<file path="config.mk">
export PLATFORM = sky130hd
export DESIGN_NAME = mem_access_stage
export DESIGN_NICKNAME = d
export VERILOG_FILES = /design/src/rtl/mem_access_stage.sv
export SDC_FILE = /design/constraint.sdc
export NUM_CORES = 1
export LEC_CHECK = 0
export CAP_MARGIN = 20
export CORE_ASPECT_RATIO = 0.5
export CORE_UTILIZATION = 45
export DETAILED_ROUTE_END_ITERATION = 10
export GPL_ROUTABILITY_DRIVEN = 0
export GPL_TIMING_DRIVEN = 0
export PLACE_DENSITY = 0.79
export SETUP_SLACK_MARGIN = 0.2
export SLEW_MARGIN = 10
export SYNTH_ARGS = -nofsm -noshare
export SYNTH_HDL_FRONTEND = slang
export SYNTH_SLANG_ARGS = --single-unit
</file>
<file path="constraint.sdc">
create_clock -name clk -period 2.6 [get_ports clk]
set_clock_uncertainty 0.1 [all_clocks]
set_input_delay 0.52 -clock clk [delete_from_list [all_inputs] [get_ports clk]]
set_output_delay 0.52 -clock clk [all_outputs]
set_load 0.05 [all_outputs]
</file>
<file path="src/rtl/mem_access_stage.sv">
// mem_access_stage: MIPS memory-access pipeline stage.
// Accepts one ALU result at a time, performs an optional data-memory
// load/store with alignment checking, lane steering and timeout abort,
// then presents a writeback record until the consumer takes it.
module mem_access_stage #(
  parameter int unsigned TIMEOUT = 16
) (
  input  logic        clk,
  input  logic        reset_n,
  // upstream (ALU)
  input  logic        in_valid,
  output logic        in_ready,
  input  logic [5:0]  opcode,
  input  logic [31:0] ALU_result,
  input  logic [31:0] rt_reg,
  input  logic [4:0]  dest_reg,
  // data memory
  output logic        mem_req,
  output logic        mem_we,
  output logic [31:0] mem_addr,
  output logic [3:0]  mem_be,
  output logic [31:0] mem_wdata,
  input  logic [31:0] mem_rdata,
  input  logic        mem_ack,
  // writeback and status
  output logic        wb_valid,
  input  logic        wb_ready,
  output logic        wb_en,
  output logic [4:0]  wb_reg,
  output logic [31:0] wb_data,
  output logic        misalign,
  output logic        mem_timeout
);

  localparam logic [5:0] OP_LB    = 6'b100000;
  localparam logic [5:0] OP_LH    = 6'b100001;
  localparam logic [5:0] OP_LW    = 6'b100011;
  localparam logic [5:0] OP_SB    = 6'b101000;
  localparam logic [5:0] OP_SH    = 6'b101001;
  localparam logic [5:0] OP_SW    = 6'b101011;
  localparam logic [5:0] OP_RTYPE = 6'b000000;
  localparam logic [5:0] OP_ADDI  = 6'b001000;
  localparam logic [5:0] OP_ANDI  = 6'b001100;
  localparam logic [5:0] OP_ORI   = 6'b001101;
  localparam logic [5:0] OP_SLTI  = 6'b001010;
  localparam logic [5:0] OP_LUI   = 6'b001111;

  localparam int unsigned CW = $clog2(TIMEOUT) + 1;

  typedef enum logic [1:0] {
    IDLE,
    ACCESS,
    RESP
  } state_t;

  state_t        state;
  logic [5:0]    op_q;
  logic [1:0]    addr_lo_q;
  logic [4:0]    dest_q;
  logic [CW-1:0] cnt;

  logic          in_load;
  logic          in_store;
  logic          in_aligned;
  logic [3:0]    in_be;
  logic [31:0]   in_wdata;
  logic          in_wb_en;
  logic [31:0]   load_data;
  logic          q_load;

  // Decode the incoming instruction: class, alignment, lanes, store data, writeback enable
  always_comb begin
    in_load    = 1'b0;
    in_store   = 1'b0;
    in_aligned = 1'b1;
    in_be      = 4'b1111;
    in_wdata   = '0;
    in_wb_en   = 1'b0;
    case (opcode)
      OP_LB: begin
        in_load = 1'b1;
        in_be   = 4'b0001 << ALU_result[1:0];
      end
      OP_LH: begin
        in_load    = 1'b1;
        in_aligned = ~ALU_result[0];
        in_be      = ALU_result[1] ? 4'b1100 : 4'b0011;
      end
      OP_LW: begin
        in_load    = 1'b1;
        in_aligned = (ALU_result[1:0] == 2'b00);
      end
      OP_SB: begin
        in_store = 1'b1;
        in_be    = 4'b0001 << ALU_result[1:0];
        in_wdata = {4{rt_reg[7:0]}};
      end
      OP_SH: begin
        in_store   = 1'b1;
        in_aligned = ~ALU_result[0];
        in_be      = ALU_result[1] ? 4'b1100 : 4'b0011;
        in_wdata   = {2{rt_reg[15:0]}};
      end
      OP_SW: begin
        in_store   = 1'b1;
        in_aligned = (ALU_result[1:0] == 2'b00);
        in_wdata   = rt_reg;
      end
      OP_RTYPE, OP_ADDI, OP_ANDI, OP_ORI, OP_SLTI, OP_LUI: in_wb_en = 1'b1;
      default: in_wb_en = 1'b0;
    endcase
  end

  // Pick and sign-extend the addressed lane of the returned read data
  always_comb begin
    q_load    = (op_q == OP_LB) || (op_q == OP_LH) || (op_q == OP_LW);
    load_data = mem_rdata;
    case (op_q)
      OP_LB: begin
        case (addr_lo_q)
          2'd0:    load_data = {{24{mem_rdata[7]}},  mem_rdata[7:0]};
          2'd1:    load_data = {{24{mem_rdata[15]}}, mem_rdata[15:8]};
          2'd2:    load_data = {{24{mem_rdata[23]}}, mem_rdata[23:16]};
          default: load_data = {{24{mem_rdata[31]}}, mem_rdata[31:24]};
        endcase
      end
      OP_LH: begin
        if (addr_lo_q[1]) load_data = {{16{mem_rdata[31]}}, mem_rdata[31:16]};
        else              load_data = {{16{mem_rdata[15]}}, mem_rdata[15:0]};
      end
      default: load_data = mem_rdata;
    endcase
  end

  // Stage FSM with registered handshake, memory and writeback outputs
  always_ff @(posedge clk or negedge reset_n) begin
    if (!reset_n) begin
      state       <= IDLE;
      in_ready    <= 1'b0;
      op_q        <= '0;
      addr_lo_q   <= '0;
      dest_q      <= '0;
      cnt         <= '0;
      mem_req     <= 1'b0;
      mem_we      <= 1'b0;
      mem_addr    <= '0;
      mem_be      <= '0;
      mem_wdata   <= '0;
      wb_valid    <= 1'b0;
      wb_en       <= 1'b0;
      wb_reg      <= '0;
      wb_data     <= '0;
      misalign    <= 1'b0;
      mem_timeout <= 1'b0;
    end else begin
      misalign    <= 1'b0;
      mem_timeout <= 1'b0;
      case (state)
        IDLE: begin
          in_ready <= 1'b1;
          if (in_valid && in_ready) begin
            in_ready  <= 1'b0;
            op_q      <= opcode;
            addr_lo_q <= ALU_result[1:0];
            dest_q    <= dest_reg;
            if (in_load || in_store) begin
              if (in_aligned) begin
                state     <= ACCESS;
                cnt       <= '0;
                mem_req   <= 1'b1;
                mem_we    <= in_store;
                mem_addr  <= {ALU_result[31:2], 2'b00};
                mem_be    <= in_be;
                mem_wdata <= in_wdata;
              end else begin
                state    <= RESP;
                misalign <= 1'b1;
                wb_valid <= 1'b1;
                wb_en    <= 1'b0;
                wb_reg   <= dest_reg;
                wb_data  <= '0;
              end
            end else begin
              state    <= RESP;
              wb_valid <= 1'b1;
              wb_en    <= in_wb_en;
              wb_reg   <= dest_reg;
              wb_data  <= ALU_result;
            end
          end
        end
        ACCESS: begin
          if (mem_ack || (cnt == CW'(TIMEOUT - 1))) begin
            // ack wins over timeout when both land on the last allowed cycle
            state     <= RESP;
            cnt       <= '0;
            mem_req   <= 1'b0;
            mem_we    <= 1'b0;
            mem_addr  <= '0;
            mem_be    <= '0;
            mem_wdata <= '0;
            wb_valid  <= 1'b1;
            wb_reg    <= dest_q;
            if (mem_ack) begin
              wb_en   <= q_load;
              wb_data <= q_load ? load_data : '0;
            end else begin
              mem_timeout <= 1'b1;
              wb_en       <= 1'b0;
              wb_data     <= '0;
            end
          end else begin
            cnt <= cnt + CW'(1);
          end
        end
        RESP: begin
          if (wb_ready) begin
            state    <= IDLE;
            in_ready <= 1'b1;
            wb_valid <= 1'b0;
            wb_en    <= 1'b0;
            wb_reg   <= '0;
            wb_data  <= '0;
          end
        end
        default: begin
          state    <= IDLE;
          in_ready <= 1'b0;
        end
      endcase
    end
  end

endmodule

</file>
-- After elaboration in Yosys (flattened, before gate mapping)
Index checks and enable logic that the tools add are counted.
W data, S select, Z words.
- bits in registers: 132
- output and inout port bits: 112
- word-level logic and storage cells: 149
- add/subtract/negate cells: 1
- eq/ne operators: 25
- shift operators: 1
- mux-type cells: 80
- bitwise gates (word level): 2
- reductions and logical operators: 23
- operator list (cell ; number):
    $mux W32 ; 15
    $pmux W32 S3 ; 3
    $pmux W32 S2 ; 3
    $eq A6 B6 Y1 const B ; 9
    $mux W5 ; 9
    $eq A6 B4 Y1 const B ; 5
    $mux W1 ; 29
    $mux W4 ; 5
    $pmux W4 S2 ; 2
    $pmux W5 S3 ; 1
    $mux W2 ; 5
    $ne A2 B2 Y1 const B ; 5
    $pmux W5 S2 ; 1
    $reduce_and A5 Y1 ; 2
    $pmux W1 S3 ; 3
    $logic_not A2 Y1 ; 3
    $logic_not A6 Y1 ; 1
    $pmux W1 S2 ; 3
    $pmux W2 S3 ; 1
    $reduce_or A2 Y1 ; 3
    $reduce_or A3 Y1 ; 2
    $reduce_or A6 Y1 ; 1
    $add A5 B1 Y5 const B ; 1
    $eq A5 B4 Y1 const B ; 1
    other kinds (12) ; 19

-- Longest topological paths before layout
Gate-level depths: netlist (run 1).
- depth in word-level cells: 7
- depth in mapped cells: 10
- depth with buffers taken out: 8

-- Least setup slack after synthesis (run 1)
No wires, ideal clock.
- path type: reg-to-reg
- start: reg cnt[0]
- end: reg mem_wdata[23]
- arrival: 2.161 ns
- required time: 2.423 ns
- setup slack: 0.263 ns
- stages on the path, launching flop included: 11
- buffers on the path: 2
- path through: dfrtp_1 -> ha_1 -> and3_1 -> ha_1 -> or3b_1 -> and2_1 -> a31oi_4 -> buf_6 -> buf_6 -> nand2_1 -> o21ai_1
- longest elaborated chain between the ends: 4
- ends and longest elaborated chain (element ; line ; source):
    from (decl) ; 60 ; logic [CW-1:0] cnt;
    from (signal assigned) ; 213 ; cnt <= cnt + CW'(1);
    $eq A5 B4 Y1 ; 193 ; if (mem_ack || (cnt == CW'(TIMEOUT - 1))) begin
    $logic_or A1 B1 Y1 ; 193 ;
    $ne A2 B2 Y1 (no source line) ; n/a ;
    $reduce_and A5 Y1 (no source line) ; n/a ;
    to (signal assigned) ; 174 ; mem_wdata <= in_wdata;
    to (decl) ; 22 ; output logic [31:0] mem_wdata,
No other way between the ends.
A chain may end at the register's enable or synchronous reset.

-- Final worst setup path (run 1)
- start: reg cnt[0]
- end: reg mem_wdata[16]
The elaborated chain is that of the path after synthesis.

==> impl_results.md, run 1 <==
* Run status: finished clean
* M1 WL at 9233 um
* Synthesized area per cell at roughly 10 sq um
* Register share of total power at 0.268
* Crit-path leading delay family: simple AND/OR/NAND/NOR gates
* Drt first-iter violations at 519
* IO buf count at 220
* Fillers at 960
* Sequential share of the synthesized area at 0.5143
* Maxcap violations at 0
* Post-route insts no fill at 1101
* Vias in the first global route at 6106
* Post-synth top flop: dfrtp_1
* Number of synthesized register bits at 130
* Area of the multi-input gates at 3022 sq um
* Setup crit start kind: flip-flop
* Final Hold Vio Count at 0
* Synth top area cells: dfrtp_1 (51%), a22o_1 (5.8%), nor2_1 (4.2%), nand2_1 (3.9%), a21oi_1 (3.6%)
* Critical Path Slowest Stage Cell: dfrtp_1
* Vias per std cell at 5.781
* P_leak at slightly above 4 nW
* Required @ worst endpoint at 2840 ps
* Async set-reset flop share out of synthesis at 1.000
* R2r setup slk at 170 ps
* All-Layer GR Usage at 0.2999
* Largest net degree at the start of global routing at 82
* Top cell type's share of synthesized area at 0.5143
* Gate power share at 0.539
* Initial antenna violation count at 0
* Initial Util at 0.4642
* WL/cell at 19.78 um
* Clock share of power at 0.193
* Max FO, Critical Path at 7
* Cell Area, Synth at ~6300 sq um
* CP arrival at 2680 ps
* TNS Setup at 0 ps
* Area leader, netlist: dfrtp_1
* Switch Pwr at 0.005703 W
* Slew Viols, Final at 0
* Slew headroom at 0.4860
* CTS Hold Bufs at 0
* Post-synth EDFFs at 0
* Worst-path cell chain: ha_2 > and3_4 > ha_4 > or3b_4 > and2_4 > a31oi_4 > buf_6 > buf_12 > clkbuf_16 > nand2_2 > o21ai_1
* CTS Buffer Depth at 2
* Combined flip-flop and latch cell area at 3253 sq um
* Tightest Pin Transition at between 700 and 800 ps
* Biggest regs: mem_wdata (32), wb_data (32), mem_addr (30)
* Cells after Synth at 633
* P_int at 0.006563 W
* First-pass GRT wire length at roughly 33000 um
* Total grt overflow at 0
* Top Metal Used: met4
* Synth unique cells at 52
* Met3 wire len at 1517 um
* H-tree depth at 4
* Num CTS Buffers at 17
* Chip height at 85.83 um
* HPWL after DPL at 15110 um
* Worst-Skew Late Latency at 420 ps
* Setup Crit Path Kind: flip-flop to flip-flop
* Final ANT Viol Nets at 0
* Number of remaining DRC errors at 0
* Worst hold-check path type: input port to asynchronous set/reset pin
* CP Capture Type: flip-flop
* Core area at roughly 14000 sq um
* I/O pins at 224
* Antenna diode count at 0
* Drt first pass iters at 5
* RSZ-0062 raised after global routing: yes
* Clk sinks at 130
* Ys Warns at 0
* CTS root buf: clkbuf_16
* Via count at 6365
* Die area at roughly 15000 sq um
* Worst setup margin at 168.2 ps
* Die width at roughly 170 um
* Site Rows at 30
* Pre-CTS WS at -386.9 ps
* Max incr delay on CP at 390 ps
* Final setup violation count at 0
* Dpl cells at roughly 1000
* Worst-path clk slew at roughly 60 ps
* Fmax achieved at 411.2 MHz
* Sw Ratio at 0.4649
* Fin nets at around 1000
* Cell Pwr Density at 1248 nW/um^2
* Critical path buffer and inverter count at 3
* CTS tree: yes
* Layout cells sized above 1 at 0.1683
* Total Wirelength at 21770 um
* Peak supply drop at between 0.0006 and 0.0007 V
* DR WL met2 at 10470 um
* Fin crit share at 0.9353
* Layout area overhead at 55.41%
* Min cycle time layout at 2432 ps
## logic make-up after synthesis
logic type	count (synthesis)	synth area share
compound gates	214	0.2243
simple gates	203	0.1517
flops	130	0.5143
buf+inv	52	0.03858
mux	28	0.06053
fa+ha+maj	5	0.009891
other cells	1	0.0005929
## final timing paths
path,from,end,depth (start not counted)
setup / recovery,cnt[0],mem_wdata[16],11
hold / removal,reset_n,mem_addr[6],1
setup reg to reg,cnt[0],mem_wdata[16],11
hold reg to reg,mem_wdata[17],mem_wdata[17],2
max in group asynchronous,reset_n,mem_be[1],2
min in group clk,mem_wdata[17],mem_wdata[17],2
## per-stage QoR
step / cell area, sq um / util / power (W) / hold WS [ps]
2_1_floorplan: 6329 / - / 0.007391 / 124.4
3_3_place_gp: 8771 / 0.6437 / 0.009486 / 362.6
3_5_place_dp: 8800 / 0.6458 / 0.009613 / 367.0
4_1_cts: 9565 / 0.7020 / 0.01210 / 81.21
5_1_grt: 9829 / 0.7214 / 0.01279 / 107.2
6_report: 9829 / 0.7214 / 0.01227 / 17.43
## synth_stat cells, drive strengths merged, types with 15 or more instances
library cell and count:
a21oi 46, a22o 42, a22oi 18, a31oi 25, buf 20, clkbuf 25
dfrtp 130, nand2 65, nand2b 16, nor2 71, nor2b 16, o21ai 51
o22ai 15
## cell usage in the layout, fill, tap and decap left out, types with 8 or more instances in the layout
cell and instances:
clkbuf_16 18, nor2_1 71, mux2_2 12, nand2b_1 16, clkdlybuf4s50_1 219, o22ai_1 15, a22oi_1 18, clkbuf_2 11
mux2i_1 9, buf_4 27, or3_1 8, o21ai_0 25, nand2_2 12, a22o_1 42, dfrtp_1 130, clkbuf_1 12
a31oi_1 23, buf_2 9, o21ai_1 21, nand2_1 50, nor2b_1 16, a21oi_1 43
## what timing repair did
item | 4_1_cts | 5_1_grt
endpoints found under the setup margin | 107 | 109
endpoints found under the hold margin | 0 | 0
buffers inserted | 11 | 9
resized for setup | 28 | 59
gates cloned | 1 | 1
pin swaps | 2 | 13
## metal layers
metal  vias to the layer above  GRT usage
li1                       2830          -
met1                      3153     0.4034
met2                       325     0.4773
met3                        57    0.07014
met4                         0     0.1106
met5                         -          0
## power groups by stage
stage | registers (W) | clock network [W] | logic (W)
finish | 0.00328 | 0.00237 | 0.00661
global placement | 0.00325 | 0 | 0.00624
CTS | 0.00325 | 0.00238 | 0.00647
global route | 0.00336 | 0.00248 | 0.00695
floorplan | 0.00545 | 0 | 0.00194
detailed placement | 0.00326 | 0 | 0.00635
## cell type report
class                      instances  share of cell area
inverter                           7            0.002673
clock inverter                    15             0.01617
sequential                       130              0.3310
clock buffer                      17             0.04328
buffer                            45             0.02711
timing repair buffer             243              0.2480
tap                              192             0.02444
multi-input combinational        452              0.3074
No activity file was read; power rests on OpenSTA's default activity.
==> inputs of run 2 (changes only) <==
Settings changed: ABC_CLOCK_PERIOD_IN_PS set to 2600.
==> results of run 2 <==
Final layout, timing and power as in run 1 (identical DEF).
==> inputs of run 3 (changes only) <==
Settings changed: ABC_CLOCK_PERIOD_IN_PS 2600 to 2470, CORE_ASPECT_RATIO 0.5 to 2, SLEW_MARGIN 10 to 30.
Clock period 2.6 ns to 2.47 ns, I/O delays scaled along.
==> run 3 against run 2 <==
Effect of this change: the run now ends with setup timing left; critical path depth decreased by 1; clock power increased by 10%; power increased by 11%; sequential power increased by 6.7%; routed wire length increased by 14%; sequential cell count unchanged; combinational power increased by 13%; maximum frequency decreased by 1.6%; non-clock buffer count increased by 7; core utilization increased by 2.1 points; critical endpoint is now mem_addr[29]; largest cell class unchanged.
==> impl_results.md, run 3 (synthesized netlist as in run 1, its figures left out) <==
* Run status: finished, violations left
* Failing checks: setup timing
* Total grt overflow at 0 (unchanged)
* CP arrival at 2730 ps (+50 ps)
* Maxcap violations at 0 (unchanged)
* Required @ worst endpoint at 2730 ps (-110 ps)
* Vias per std cell at 5.996 (+3.7%)
* Tightest Pin Transition at 641.3 ps (-129.6 ps)
* M1 WL at 7878 um (-15%)
* RSZ-0062 raised after global routing: yes
* CP Capture Type: flip-flop
* TNS Setup at -1.583 ps (-1.583 ps)
* Biggest regs: mem_wdata (32), wb_data (32), mem_addr (30)
* Num CTS Buffers at 17 (unchanged)
* Vias in the first global route at 6744 (+10%)
* Total Wirelength at 24840 um (+14%)
* Initial antenna violation count at 0 (unchanged)
* P_leak at 4.358 nW (+6.8%)
* Worst-path clk slew at 60 ps (about the same)
* Number of remaining DRC errors at 0 (unchanged)
* Area of the multi-input gates at 3226 sq um (+6.7%)
* First-pass GRT wire length at 36020 um (+8.1%)
* Antenna diode count at 0 (unchanged)
* Max FO, Critical Path at 7 (unchanged)
* Die area at 14560 sq um (unchanged)
* Slew Viols, Final at 0 (unchanged)
* Clk sinks at 130 (unchanged)
* Via count at 6620 (+4.0%)
* Die width at 85.83 um (-49%)
* HPWL after DPL at 17370 um (+15%)
* Critical Path Slowest Stage Cell: dfrtp_1
* Fin crit share at 1.001 (+0.06535)
* Slew headroom at 0.5724 (+0.08640)
* Max incr delay on CP at 420 ps (+30 ps)
* Hold_ws at 382.6 ps (+365.2 ps)
* Layout cells sized above 1 at 0.2164 (+0.04808)
* Top Metal Used: met4
* CTS tree: yes
* Final setup violation count at 1 (+1)
* Chip height at 169.7 um (+98%)
* Crit-path leading delay family: simple AND/OR/NAND/NOR gates
* Met3 wire len at 1936 um (+28%)
* H-tree depth at 4 (unchanged)
* Core area at 13810 sq um (+1.4%)
* Most common cell after layout, fill and taps aside: clkdlybuf4s50_1
* Combined flip-flop and latch cell area at 3253 sq um (unchanged)
* Worst setup margin at -1.583 ps (-169.8 ps)
* Peak supply drop at 0.0006342 V (-6.2%)
* Worst hold-check path type: flip-flop to flip-flop
* Min cycle time layout at 2472 ps (+39.82 ps)
* Setup Crit Path Kind: flip-flop to flip-flop
* Crit path top cell by count: buf_6
* Drt first-iter violations at 460 (-11%)
* Cell Pwr Density at 1325 nW/um^2 (+6.2%)
* Commonest non-fill, non-tap cells in the layout: clkdlybuf4s50_1 (210), dfrtp_1 (130), nor2_1 (67), a22o_1 (42), nand2_1 (40)
* DR WL met2 at 13180 um (+26%)
* Worst-Skew Late Latency at 420 ps (about the same)
* Fmax achieved at 404.6 MHz (-1.6%)
* Final Hold Vio Count at 0 (unchanged)
* Final ANT Viol Nets at 0 (unchanged)
* Largest net degree at the start of global routing at 78 (-4.9%)
* Setup crit start kind: flip-flop
* Initial Util at 0.4578 (-0.006348)
* Drt first pass iters at 5 (unchanged)
* Critical path buffer and inverter count at 3 (unchanged)
* Final Util at 0.7427 (+0.02129)
* All-Layer GR Usage at 0.3316 (+0.03169)
* CTS Buffer Depth at 2 (unchanged)
* I/O pins at 224 (unchanged)
* Site Rows at 61 (+100%)
* Fillers at 940 (-2.1%)
* WL/cell at 22.50 um (+14%)
* CTS root buf: clkbuf_16
* IO buf count at 220 (unchanged)
* Layout area overhead at 62.21%
* Fin nets at 1020 (+0.69%)
* Worst-path cell chain: ha_2 > and3_4 > ha_4 > or3b_4 > and2_4 > a31oi_4 > buf_12 > buf_6 > buf_6 > a22o_1
## run 3: changes by cell type in the layout (fill, tap and decap cells not counted), moves of 8 or more
cell             change
o21ai_2             +13
nand2_1             -10
buf_6                +9
clkdlybuf4s50_1      -9
dlymetal6s2s_1       +9
nand2_4              +9
buf_4                -8
o21ai_0              -8
## run 3: final timing paths
path / start / end / slack (ps) / depth (start not counted)
max: cnt[0] / mem_addr[29] / -2 / 10
min: mem_req / mem_req / 380 / 1
max reg2reg: cnt[0] / mem_addr[29] / -2 / 10
min reg2reg: mem_req / mem_req / 380 / 1
max in group asynchronous: reset_n / mem_addr[16] / 1030 / 3
min in group asynchronous: reset_n / mem_wdata[19] / 480 / 2
## run 3: per-stage QoR
stage	std cells	worst slack (ps)	instance area (sq um)	total power (W)
CTS	1097	26.75	9752	0.01299
finish	1104	-1.583	10260	0.01360
detailed placement	1044	-658.9	8807	0.01019
global placement	1043	-4057	8775	0.01001
global route	1104	-67.90	10260	0.01408
floorplan	634	213.9	6336	0.007788
## run 3: what timing repair did
item,4_1_cts,5_1_grt
setup endpoints to repair,113,112
hold endpoints to repair,53,0
buffers inserted,20,4
pin swaps,14,44
gates cloned,1,3
hold buffers,1,0
resized for setup,48,129
## run 3: worst reg2reg max path: cells and delay by family (launching register included)
kind | cells | cell delay (ps)
flops | 1 | 420
fa+ha+maj | 2 | 390
compound gates | 2 | 360
buf+inv | 3 | 380
simple gates | 3 | 780
## run 3: routing by layer
| layer | track usage | vias to the layer above |
|---|---|---|
| met4 | 0.1913 | 0 |
| met5 | 0 | - |
| met1 | 0.3318 | 3226 |
| li1 | - | 2841 |
| met3 | 0.08123 | 116 |
| met2 | 0.6094 | 437 |
## run 3: layout make-up
class | instances | share of cell area
repair buffers | 250 | 0.2506
plain buffers | 45 | 0.03378
clock inverters | 12 | 0.01537
multi-input cells | 452 | 0.3144
well taps | 189 | 0.02305
clock buffers | 19 | 0.04317
inverters | 7 | 0.002561
flip-flops and latches | 130 | 0.3171
## run 3: power breakdown
part / internal, W / switching [W] / leakage [nW] / total (W)
sequential: 0.00295 / 0.000554 / 1.66 / 0.00350
clock: 0.00161 / 0.000995 / 0.286 / 0.00261
combinational: 0.00277 / 0.00471 / 2.41 / 0.00748
total: 0.00734 / 0.00626 / 4.36 / 0.0136
